## src/rtl/memory_cell.sv

```systemverilog
// memory_cell: one LU-cache entry (data word, priority tag, valid flag).
// Compares the stored word against a lookup key to report a hit.
//
// Ports:
//   clk          rising-edge clock
//   reset        async active-low reset
//   wen          data write enable (also sets valid)
//   priority_wen tag write enable
//   input_data   word to store
//   check_data   lookup key
//   input_addr   new tag value
//   eq           hit: valid and stored word == check_data
//   output_addr  current tag register
//   output_data  current data register
//
// Option macro MEMORY_CELL_EQ_REG_EN: registers eq (one-cycle lag).
module memory_cell #(
  parameter int CELL_SIZE = 8,
  parameter int CELL_ADDR = 0,
  parameter int ADDR_SIZE = 8
) (
  input  logic                 clk,
  input  logic                 reset,
  input  logic                 wen,
  input  logic                 priority_wen,
  input  logic [CELL_SIZE-1:0] input_data,
  input  logic [CELL_SIZE-1:0] check_data,
  input  logic [ADDR_SIZE-1:0] input_addr,
  output logic                 eq,
  output logic [ADDR_SIZE-1:0] output_addr,
  output logic [CELL_SIZE-1:0] output_data
);

  // Reset tag is the cell index, truncated to the tag width.
  localparam logic [ADDR_SIZE-1:0] RST_ADDR =
    ADDR_SIZE'(CELL_ADDR);

  logic [CELL_SIZE-1:0] data_q;
  logic [CELL_SIZE-1:0] data_d;
  logic [ADDR_SIZE-1:0] addr_q;
  logic [ADDR_SIZE-1:0] addr_d;
  logic                 valid_q;
  logic                 valid_d;
  logic                 hit;

  always_comb begin
    data_d  = data_q;
    valid_d = valid_q;
    addr_d  = addr_q;
    if (wen) begin
      data_d  = input_data;
      valid_d = 1'b1;
    end
    if (priority_wen) begin
      addr_d = input_addr;
    end
  end

  always_ff @(posedge clk or negedge reset) begin
    if (!reset) begin
      data_q  <= '0;
      addr_q  <= RST_ADDR;
      valid_q <= 1'b0;
    end else begin
      data_q  <= data_d;
      addr_q  <= addr_d;
      valid_q <= valid_d;
    end
  end

  // An empty cell never hits, even if the key equals the
  // zeroed reset contents.
  assign hit = valid_q && (data_q == check_data);

`ifdef MEMORY_CELL_EQ_REG_EN
  logic eq_q;

  // Samples the pre-write contents against this cycle's key.
  always_ff @(posedge clk or negedge reset) begin
    if (!reset) begin
      eq_q <= 1'b0;
    end else begin
      eq_q <= hit;
    end
  end

  assign eq = eq_q;
`else
  assign eq = hit;
`endif

  assign output_data = data_q;
  assign output_addr = addr_q;

endmodule

```

## config.mk

```make
export PLATFORM = sky130hd
export DESIGN_NAME = memory_cell
export DESIGN_NICKNAME = d
export VERILOG_FILES = /design/src/rtl/memory_cell.sv
export SDC_FILE = /design/constraint.sdc
export NUM_CORES = 1
export LEC_CHECK = 0
export CAP_MARGIN = 15
export CORE_ASPECT_RATIO = 0.7
export CORE_MARGIN = 4
export CORE_UTILIZATION = 40
export CTS_CLUSTER_SIZE = 10
export DETAILED_ROUTE_END_ITERATION = 8
export MAX_ROUTING_LAYER = met4
export PLACE_DENSITY = 0.95
export SYNTH_ARGS = -nofsm -noshare
export SYNTH_HDL_FRONTEND = slang
export SYNTH_SLANG_ARGS = --single-unit
export TNS_END_PERCENT = 5
```

## constraint.sdc

```tcl
create_clock -name clk -period 2.3 [get_ports clk]
set_input_delay 0.345 -clock clk [delete_from_list [all_inputs] [get_ports clk]]
set_output_delay 0.345 -clock clk [all_outputs]
set_load 0.01 [all_outputs]
```

==> flow_summary_export.csv <==
group,metric,value,unit
cts,clkTransAtPathRegs,0.10,ns
yosys,synth-seq-cells,17,
placement,hpwlAfterDp,1550,µm
critical_path,cp-end-kind,"primary output",
critical_path,critical_path_class,"in -> out",
timing,setup_tns,0,ns
die,pin_count,45,
cts,htree_levels,1,
cts,post_cts_buffers,0,
yosys,synth_area,790,µm²
hold_path,hold_path_class,"in -> async",
timing,max_freq,468,MHz
final_layout,fill_cells,137,
critical_path,endpoint,"eq",
placement,gp_congestion,0.675,
timing,period_needed,2.14,ns
yosys,synth_top_area_share,53.9,%
die,start_util,42.2,%
yosys,avgSynthCellArea,16.4,µm²
final_layout,drive_gt1_share,23.4,%
yosys,synth.distinct_cells,9,
cts,clock_sinks,17,
critical_path,worstSetupStartpointType,"input pin",
final_layout,utilization,67.5,%
timing,period_share,92.8,%
power,vdd_ir_drop_max,0.495,mV
die,die_h,45.2,µm
timing,final-hold-violation-count,0,
placement,numPortBuffers,44,
die,dieArea,0.00276,mm²
final_layout,register_area,425,µm²
critical_path,r2r_slack,1.49,ns
power,power.density,563,mW/mm²
route,drc,0,
route,avgViaCountPerCell,4.72,
power,leakagePower,0.000540,µW
yosys,syn-instance-count,48,
grt,grt_usage,15.5,%
flow_run,cap_violations,0,
outcome,outcome,"completed",
cts,ctsRootBufferMaster,"clkbuf_4",
cts,cts.path.max_buffers,2,
grt,first_global_vias,616,
cts,cts_resized,0,
route,drt_first_pass_iters,3,
critical_path,r2r-start,"output_data[6]$_DFFE_PN0P_",
route,wirelength,1870,µm
yosys,synth_top_cell_by_area,"dfrtp_1",
critical_path,r2r_end,"output_data[6]$_DFFE_PN0P_",
cts,holdBufCountCts,0,
final_layout,antenna_cells,0,
route,final_antenna_net_count,0,
timing,drv_slew,0,
timing,rsz0062_at_grt,"no",
power,total_power,710,µW
timing,finalSetupViolCount,0,
grt,antenna_found_initial,0,
grt,grt_max_degree,18,
timing,worst-slew-pin-transition,0.741,ns
final_layout,final_nets,123,
grt,grt_pass1_wl,2930,µm
cts,clkLatencyLatePin,0.29,ns
critical_path,r2r_cells,1,
yosys,synth_fp_nets,76,
timing,skew,0,ns
final_layout,multi_input_area,342,µm²
critical_path,path_max_fanout,1,
cts,numCtsBuffers,3,
yosys,yosys_warnings,0,
critical_path,required,1.96,ns
critical_path,cp-startpoint,"check_data[5]",
route,drtIter0Drc,14,
timing,relSlewSlack,50.5,%
critical_path,crit_arrival,1.79,ns
die,core,0.00187,mm²
final_layout,syn2layout_area_growth,59.9,%
yosys,yosys-top-cells-area,"dfrtp_1, mux2_4, xnor2_1",
die,die_x,61.1,µm
grt,gr-total-overflow,0,
yosys,seq_area_frac_synth,53.9,%
die,num_rows,13,
cts,cts_tree,"done",
route,dr_total_vias,547,
route,routedWlPerCell,16.2,µm
-- worst max-delay path, stage by stage --
cell and delay (ns):
clkdlybuf4s50_1 0.48, xnor2_1 0.13, nand4_1 0.13, nor3_2 0.15, clkdlybuf4s50_1 0.55
-- synth_stat cells --
library cell  instances
buf_6                 2
dfrtp_1              17
mux2_4               16
nand2_1               1
nand3_1               1
nand4_1               1
nor3_2                1
or2_2                 1
xnor2_1               8
-- per-stage QoR --
| step | area, µm² | instances | hold WS [ns] | setup WS [ns] |
|---|---|---|---|---|
| floorplan | 790 | 48 | 0.0494 | 1.05 |
| global placement | 1230 | 112 | 0.456 | 0.196 |
| detailed placement | 1230 | 112 | 0.462 | 0.149 |
| CTS | 1260 | 116 | 0.493 | 0.147 |
| global route | 1260 | 116 | 0.498 | 0.0744 |
| finish | 1260 | 116 | 0.486 | 0.165 |
-- power breakdown --
group	total, µW	internal [µW]	switching [µW]
logic	208	144	64.0
clock network	153	64.6	88.6
registers	349	327	22.5
-- placed cells by master (no fill, tap or decap) --
cell type and instances:
clkbuf_4 3, clkdlybuf4s50_1 44, clkinv_2 1, dfrtp_1 17
mux2_4 16, nand2_1 1, nand3_1 1, nand4_1 1
nor3_2 1, or2_2 1, xnor2_1 8
-- sequential cells by signal, indices dropped and copies added (netlist names) --
name,cells
output_data,8
output_addr,8
valid_q,1
-- worst min-delay path by stage --
stage	to	cells after the start	slack, ns	startpoint
detailed placement	valid_q$_DFFE_PN0P_	1	0.46	valid_q$_DFFE_PN0P_
global route	valid_q$_DFFE_PN0P_	1	0.50	valid_q$_DFFE_PN0P_
global placement	valid_q$_DFFE_PN0P_	1	0.46	valid_q$_DFFE_PN0P_
floorplan	output_addr[0]$_DFFE_PN0P_	0	0.05	reset
finish	output_addr[0]$_DFFE_PN0P_	1	0.49	reset
CTS	valid_q$_DFFE_PN0P_	1	0.49	valid_q$_DFFE_PN0P_
-- layout make-up --
cell class,count,area share [%]
timing repair buffer,44,34.9
sequential,17,33.7
multi-input combinational,29,27.1
tap,22,2.18
clock buffer,3,1.78
clock inverter,1,0.396
-- logic make-up (layout without fill, tap and decap cells) --
kind of cell	Yosys count	in the layout	share of synthesized area, %
xor gates and xnor gates	8	8	8.88
buffers and inverters	2	48	2.85
DFF	17	17	53.9
muxes	16	16	30.4
and+or+nand+nor	5	5	3.96
-- per-layer routing --
| metal | track usage [%] | wire, µm | share of wire, % |
|---|---|---|---|
| met1 | 17.1 | 726 | 39 |
| met2 | 28.1 | 1040 | 55 |
| met3 | 3.71 | 91 | 4.9 |
| met4 | 3.90 | 17 | 0.91 |
| met5 | - | 0 | 0 |
Power figures use the tool's default switching activity.
